$ cat src/rtl/number_analyzer_pkg.sv
`default_nettype none
// +--------------------------------------------------------------------------+
// | number_analyzer_pkg                                                      |
// | Mode encodings and FSM state type shared by the number_analyzer block.   |
// | Revision: 1.0                                                            |
// +--------------------------------------------------------------------------+
package number_analyzer_pkg;

  localparam int MODE_W = 2;

  localparam logic [MODE_W-1:0] MODE_EVEN  = 2'd0;
  localparam logic [MODE_W-1:0] MODE_ODD   = 2'd1;
  localparam logic [MODE_W-1:0] MODE_POW2  = 2'd2;
  localparam logic [MODE_W-1:0] MODE_DIVBY = 2'd3;

  typedef enum logic [1:0] {
    ST_IDLE = 2'd0,
    ST_RUN  = 2'd1,
    ST_DONE = 2'd2
  } state_e;

endpackage
`default_nettype wire

$ cat src/rtl/num_remainder_serial.sv
`default_nettype none
// +--------------------------------------------------------------------------+
// | num_remainder_serial                                                     |
// | Serial restoring remainder, MSB first, one dividend bit per cycle.       |
// | Revision: 1.0                                                            |
// +--------------------------------------------------------------------------+
module num_remainder_serial
  import number_analyzer_pkg::*;
#(
  parameter int WIDTH = 32
) (
  input  logic             clk,
  input  logic             reset,
  input  logic             start_i,
  input  logic [WIDTH-1:0] number_i,
  input  logic [WIDTH-1:0] divisor_i,
  output logic             busy_o,
  output logic             done_o,
  output logic [WIDTH-1:0] remainder_o
);

  localparam int              CNT_W = $clog2(WIDTH);
  localparam logic [CNT_W-1:0] LAST = CNT_W'(WIDTH - 1);

  logic [WIDTH:0]   rem_q, rem_d;
  logic [CNT_W-1:0] cnt_q, cnt_d;
  logic             busy_q, busy_d;

  logic [CNT_W-1:0] w_idx;
  logic [WIDTH:0]   w_trial;
  logic [WIDTH:0]   w_step;
  logic             w_unused_rem_msb;

  // number_i and divisor_i are held stable by the caller for the whole run.
  assign w_idx   = LAST - cnt_q;
  assign w_trial = {rem_q[WIDTH-1:0], number_i[w_idx]};
  assign w_step  = (w_trial >= {1'b0, divisor_i}) ? (w_trial - {1'b0, divisor_i}) : w_trial;

  // The partial remainder is always below the divisor, so its MSB stays clear.
  assign w_unused_rem_msb = rem_q[WIDTH];

  always_comb begin
    rem_d  = rem_q;
    cnt_d  = cnt_q;
    busy_d = busy_q;
    if (start_i) begin
      rem_d  = '0;
      cnt_d  = '0;
      busy_d = 1'b1;
    end else if (busy_q) begin
      rem_d = w_step;
      if (cnt_q == LAST) begin
        cnt_d  = '0;
        busy_d = 1'b0;
      end else begin
        cnt_d = cnt_q + CNT_W'(1);
      end
    end
  end

  always_ff @(posedge clk) begin
    if (reset) begin
      rem_q  <= '0;
      cnt_q  <= '0;
      busy_q <= 1'b0;
    end else begin
      rem_q  <= rem_d;
      cnt_q  <= cnt_d;
      busy_q <= busy_d;
    end
  end

  // done_o flags the final step; remainder_o carries that step's result.
  assign busy_o      = busy_q;
  assign done_o      = busy_q && (cnt_q == LAST);
  assign remainder_o = w_step[WIDTH-1:0];

endmodule
`default_nettype wire

$ cat src/rtl/number_analyzer.sv
`default_nettype none
// +--------------------------------------------------------------------------+
// | number_analyzer                                                          |
// | Classifies an operand as even/odd/power-of-two or divisible by divisor.  |
// | DIVBY datapath present only when NUMBER_ANALYZER_DIVBY_EN is defined.    |
// | Revision: 1.0                                                            |
// +--------------------------------------------------------------------------+
module number_analyzer
  import number_analyzer_pkg::*;
#(
  parameter int WIDTH = 32
) (
  input  logic              clk,
  input  logic              reset,
  input  logic              go_i,
  input  logic [WIDTH-1:0]  number,
  input  logic [MODE_W-1:0] mode_i,
  input  logic [WIDTH-1:0]  divisor_i,
  output logic              result,
  output logic [WIDTH-1:0]  remainder_o,
  output logic              error_o,
  output logic              done_o,
  output logic              busy_o
);

  state_e           state_q, state_d;
  logic             result_q, result_d;
  logic [WIDTH-1:0] rem_q, rem_d;
  logic             err_q, err_d;
  logic             w_pow2;

  assign w_pow2 = (number != '0) && ((number & (number - WIDTH'(1))) == '0);

`ifdef NUMBER_ANALYZER_DIVBY_EN
  logic [WIDTH-1:0] number_q, number_d;
  logic [WIDTH-1:0] divisor_q, divisor_d;
  logic             w_div_start;
  logic             w_div_busy;
  logic             w_div_done;
  logic [WIDTH-1:0] w_div_rem;
  logic             w_unused_div_busy;

  assign w_unused_div_busy = w_div_busy;

  num_remainder_serial #(
    .WIDTH (WIDTH)
  ) u_div (
    .clk         (clk),
    .reset       (reset),
    .start_i     (w_div_start),
    .number_i    (number_q),
    .divisor_i   (divisor_q),
    .busy_o      (w_div_busy),
    .done_o      (w_div_done),
    .remainder_o (w_div_rem)
  );
`else
  logic w_unused_divisor;

  assign w_unused_divisor = ^divisor_i;
`endif

  always_comb begin
    state_d  = state_q;
    result_d = result_q;
    rem_d    = rem_q;
    err_d    = err_q;
`ifdef NUMBER_ANALYZER_DIVBY_EN
    number_d    = number_q;
    divisor_d   = divisor_q;
    w_div_start = 1'b0;
`endif
    case (state_q)
      ST_IDLE: begin
        if (go_i) begin
          state_d  = ST_DONE;
          result_d = 1'b0;
          rem_d    = '0;
          err_d    = 1'b0;
`ifdef NUMBER_ANALYZER_DIVBY_EN
          number_d  = number;
          divisor_d = divisor_i;
`endif
          case (mode_i)
            MODE_EVEN: result_d = ~number[0];
            MODE_ODD:  result_d = number[0];
            MODE_POW2: result_d = w_pow2;
            MODE_DIVBY: begin
`ifdef NUMBER_ANALYZER_DIVBY_EN
              // A zero divisor is reported immediately instead of running.
              if (divisor_i == '0) begin
                err_d = 1'b1;
              end else begin
                w_div_start = 1'b1;
                state_d     = ST_RUN;
              end
`else
              err_d = 1'b1;
`endif
            end
            default: err_d = 1'b1;
          endcase
        end
      end
      ST_RUN: begin
`ifdef NUMBER_ANALYZER_DIVBY_EN
        if (w_div_done) begin
          state_d  = ST_DONE;
          result_d = (w_div_rem == '0);
          rem_d    = w_div_rem;
          err_d    = 1'b0;
        end
`else
        state_d = ST_IDLE;
`endif
      end
      ST_DONE: state_d = ST_IDLE;
      default: state_d = ST_IDLE;
    endcase
  end

  always_ff @(posedge clk) begin
    if (reset) begin
      state_q  <= ST_IDLE;
      result_q <= 1'b0;
      rem_q    <= '0;
      err_q    <= 1'b0;
`ifdef NUMBER_ANALYZER_DIVBY_EN
      number_q  <= '0;
      divisor_q <= '0;
`endif
    end else begin
      state_q  <= state_d;
      result_q <= result_d;
      rem_q    <= rem_d;
      err_q    <= err_d;
`ifdef NUMBER_ANALYZER_DIVBY_EN
      number_q  <= number_d;
      divisor_q <= divisor_d;
`endif
    end
  end

  assign result      = result_q;
  assign remainder_o = rem_q;
  assign error_o     = err_q;
  assign done_o      = (state_q == ST_DONE);
  assign busy_o      = (state_q != ST_IDLE);

endmodule
`default_nettype wire
$ cat config.mk
export PLATFORM = sky130hd
export DESIGN_NAME = number_analyzer
export DESIGN_NICKNAME = d
export VERILOG_FILES = /design/src/rtl/number_analyzer_pkg.sv /design/src/rtl/num_remainder_serial.sv /design/src/rtl/number_analyzer.sv
export SDC_FILE = /design/constraint.sdc
export NUM_CORES = 1
export LEC_CHECK = 0
export ABC_AREA = 1
export CORE_ASPECT_RATIO = 1.4
export CORE_MARGIN = 2
export CORE_UTILIZATION = 34
export CTS_CLUSTER_DIAMETER = 30
export DETAILED_ROUTE_END_ITERATION = 10
export PLACE_DENSITY = 0.87
export SYNTH_ARGS = -nofsm -noshare
export SYNTH_HDL_FRONTEND = slang
export SYNTH_HIERARCHICAL = 1
export SYNTH_SLANG_ARGS = --single-unit
$ cat constraint.sdc
create_clock -name clk -period 2.2 [get_ports clk]
set_input_delay 0.33 -clock clk [delete_from_list [all_inputs] [get_ports clk]]
set_output_delay 0.33 -clock clk [all_outputs]
set_load 0.01 [all_outputs]
### After elaboration in Yosys (flattened, before gate mapping)

Index checks and enable logic that the tools add are counted.

* add/sub/neg operators: 1
* eq/ne operators: 3
* reductions and logical operators: 7
* muxes and demuxes: 2
* bitwise logic cells: 3

Operators by type and width (number)
* $and A32 B32 Y32: 1
* $logic_not A32 Y1: 1
* $reduce_bool A32 Y1: 1
* $sub A32 B1 Y32 const B: 1
* $eq A2 B2 Y1 const B: 2
* $logic_not A2 Y1: 2
* $pmux W1 S3: 1
* $eq A2 B1 Y1 const B: 1
* $not A1 Y1: 2
* $reduce_and A2 Y1: 1
* $reduce_or A2 Y1: 1
* $logic_and A1 B1 Y1: 1
* $mux W1: 1

* register bits: 3
* input port bits: 69
* output and inout bits: 36
* logic and storage cells: 19

### Logic depth before layout (Yosys ltp)

* word-level depth: 5
* mapped depth: 13
* mapped depth without buffers: 13

### Worst setup path before layout

Ideal clock, no wire load.

* path kind: input -> register
* start point: input number[7]
* end point: register result_q (netlist: result)
* stages on the path: 13
* path slack: 767 ps
* setup time: 66 ps
* arrival: 1367 ps
* buffers on the path: 0
* data required time: 2134 ps
* cell sequence: nor2_2 nand2_1 nor2_1 nand2_2 nor2_1 nor2_1 nor2_1 nand2_1 nor2_1 nand3_1 nand2_1 nand2_1 a21oi_2

* longest elaborated chain between the ends: 5
* elaborated cells on any way between the ends: 6
* those cells by class: 1 x add/sub; 1 x mux; 1 x bitwise; 3 x reduce/logical

RTL lines
* from (decl): line number_analyzer.sv:16 `input logic [WIDTH-1:0] number,`
* $sub A32 B1 Y32: line number_analyzer.sv:32 `assign w_pow2 = (number != '0) && ((number & (number - WIDTH'(1))) == '0);`
* $and A32 B32 Y32: line number_analyzer.sv:32
* $logic_not A32 Y1: line number_analyzer.sv:32
* $logic_and A1 B1 Y1 *: line number_analyzer.sv:32
* $pmux W1 S3 *: line number_analyzer.sv:84 `case (mode_i)`
* to (signal assigned): line number_analyzer.sv:134 `result_q <= result_d;`
* to (decl): line number_analyzer.sv:27 `logic result_q, result_d;`

Mark *: on every way between the ends. The rest lies on a longest branch, timed or not.
A chain may end at the register's enable or synchronous reset.

### Final worst setup path

* start point: input number[8]
* end point: register result_q (netlist: result)

The elaborated chain is that of the path after synthesis.

==> flow_summary.toml <==
[drt]
postRouteAntennaNets = 0
drt_first_iter_violations = 22
route.detailed.wl_per_inst_um = 9.32
vias_per_cell = 4.43
route.vias.total = 1387
finalWirelength_mm = 2.92
route.detailed.drc = 0
drtPass1Iterations = 4

[setup_path]
worstPathBufferInverterCount = 2
end_kind = "register"
crit_reg_reg_endpoint = "error_o"
ff_to_ff_path_depth = 3
path_delay_family = "simple AND/OR/NAND/NOR gates"
crit_path_cell_trace = "clkdlybuf4s50_1, nor2_2, inv_1, nor2_1, nand2_2, nor2_1, nor2_1, nor2_2, nand2_1, nor2_1, nand3_1, nand2_1, nand2_1, a21oi_2"
timing.critical_path.from_type = "primary input"
cpMostUsedCell = "nor2_1"
cp.required_ps = 2350
crit_path_max_fanout = 4
cpPeakStageDelay_ps = 480
r2r_start = "state_q[1]"
regToRegSetupSlack_ps = 1340
wp_data_arrival_ps = 2100
critical-path-slowest-cell = "clkdlybuf4s50_1"
timing.setup.critical_path_class = "in2reg"

[logic_synthesis]
synthCells = 229
yosysTopAreaCellShare_pct = 21.3
synth_area_per_cell_um2 = 5.08
synth_area_leader_cell = "buf_4"
postSynthRegisterBits = 3
yosys.cell_types.count = 21
yosys_warnings = 6
syn_area_um2 = 1160
synth_top_cells_by_area = "buf_4 (21%), nand2_1 (21%), nor2_1 (20%)"
synth_sequential_area_ratio_pct = 5.16

[timing]
setup_repair_after_global_routing_missed_its_margin = "false"
skew_ps = 3.55
timing.final.crit_share_pct = 88.3
final_max_slew_viol_count = 0
fmaxAchievable_mhz = 515
finalCriticalPeriod_ps = 1940
timing.final.setup_violations = 0
fin_ws_ps = 257
aggregate_negative_setup_slack_ps = 0
hold_viol_final = 0

[worst_hold_path]
worstHoldPathCells = 2
worstHoldEndpoint = "error_o"
hold_start = "error_o"
type_of_the_tightest_min_delay_check = "reg2reg"

[final_layout]
layout-drive-gt1-share_pct = 9.89
most-common-layout-cells = "nand2_1 (65), nor2_1 (61), clkdlybuf4s50_1 (40)"
nNetsFinal = 343
post-route-cell-area_um2 = 1540
most_common_cell_after_layout_fill_and_taps_aside = "nand2_1"
finish.utilization_pct = 46.5
synthToLayoutAreaGrowth_pct = 32.6
layout.cells.non_filler = 313
antenna_cells_inserted = 0

[pwr]
vdd.ir_drop.worst_v = 0.000453
p_leak_nw = 0.684
power_per_cell_area_nw_per_um2 = 274

[clock_network]
tritoncts_clock_tree = "built"
tritoncts_num_sinks = 3
clock_insertion_delay_worst_skew_ps = 220
cts-root-buf = "clkbuf_8"
clk_pin_slew_ps = 30
cts-hold-fix-buffers = 0
htree_levels = 1
post-cts-setup-buffers = 0
cts_repair_resize_count = 0
cts_made_buffers = 3
ctsLongestPathBuffers = 2

[floorplanning]
io_pins = 105
die_y_um = 73.2
die-area_um2 = 3910
initial_core_utilization_pct = 35.1
std_cell_rows = 25
dieWidth_um = 53.4
design.core.area_um2 = 3320

[place]
gp_congestion = 0.925
dp_worst_setup_slack_ps = 35.6
area_of_placed_instances_um2 = 1500
io_buffers = 40
cell_total_after_placement = 309
place_hpwl_mm = 2.60

[grt]
grt_max_degree = 7
wire_length_of_the_first_global_routing_pass_mm = 4.58
antenna_violations_before_repair = 0
gr-total-overflow = 0
grt.total_usage_pct = 15.0
vias_in_the_first_global_route = 1212

[job]
max_cap_violations = 0

[run_status]
run_status = "finished clean"
per-stage QoR:
stage | hold WS, ps | power [W]
final | 479 | 0.000422
after CTS | 480 | 0.000425
after global routing | 514 | 0.000453
after detailed placement | 469 | 0.000262
after global placement | 457 | 0.000260
after floorplan | 399 | 0.000199
metal layers:
metal  part of all wire (%)  GRT usage (%)  routed length, µm
met4                    1.4           4.56                 40
met1                     37           15.0               1080
met5                      0              0                  0
met2                     53           29.8               1540
met3                    8.9           2.25                260
worst min-delay path, cell delays in order, from the launching register on:
cell,delay (ps)
dfxtp_1,300
nand2_1,60
a21oi_1,60
registers in the layout, indices dropped and copies added (netlist names):
register and cells:
error_o 1, result 1, state_q 1
report_power, final:
group	leakage [nW]	switching (W)	internal, W
combinational	0.636	0.000108	0.0000948
sequential	0.0247	0.00000176	0.0000580
clock	0.0228	0.0000361	0.000124
total	0.684	0.000146	0.000276
kinds of logic after synthesis:
kind of cell / after synthesis / synth area share [%]
compound gates: 10 / 5.16
flops: 3 / 5.16
other cells: 1 / 0.322
buf+inv: 52 / 27.4
simple gates: 163 / 61.9
cells in the mapped netlist (all sizes together):
cell type / n
a21boi: 1
a21oi: 3
buf: 33
conb: 1
dfxtp: 3
inv: 19
nand2: 74
nand3: 13
nand3b: 2
nand4: 1
nor2: 72
o21ai: 4
o21bai: 1
o22ai: 1
or2: 1
worst max path at each step:
| stage | depth (start not counted) | from | endpoint | slack (ps) |
|---|---|---|---|---|
| 2_1_floorplan | 13 | number[7] | result | 770 |
| 3_3_place_gp | 14 | number[8] | result | 60 |
| 3_5_place_dp | 14 | number[8] | result | 40 |
| 4_1_cts | 14 | number[8] | result | 260 |
| 5_1_grt | 14 | number[5] | result | 50 |
| 6_report | 14 | number[8] | result | 260 |
cell type report:
cell class	instances	area [µm²]
Fill cell	376	1770
Multi-Input combinational cell	205	901
Timing Repair Buffer	42	415
Inverter	19	71.3
Sequential cell	3	60.1
Tap cell	40	50.0
Clock buffer	4	45.0
Note: power is estimated with default switching activity, not from simulation.
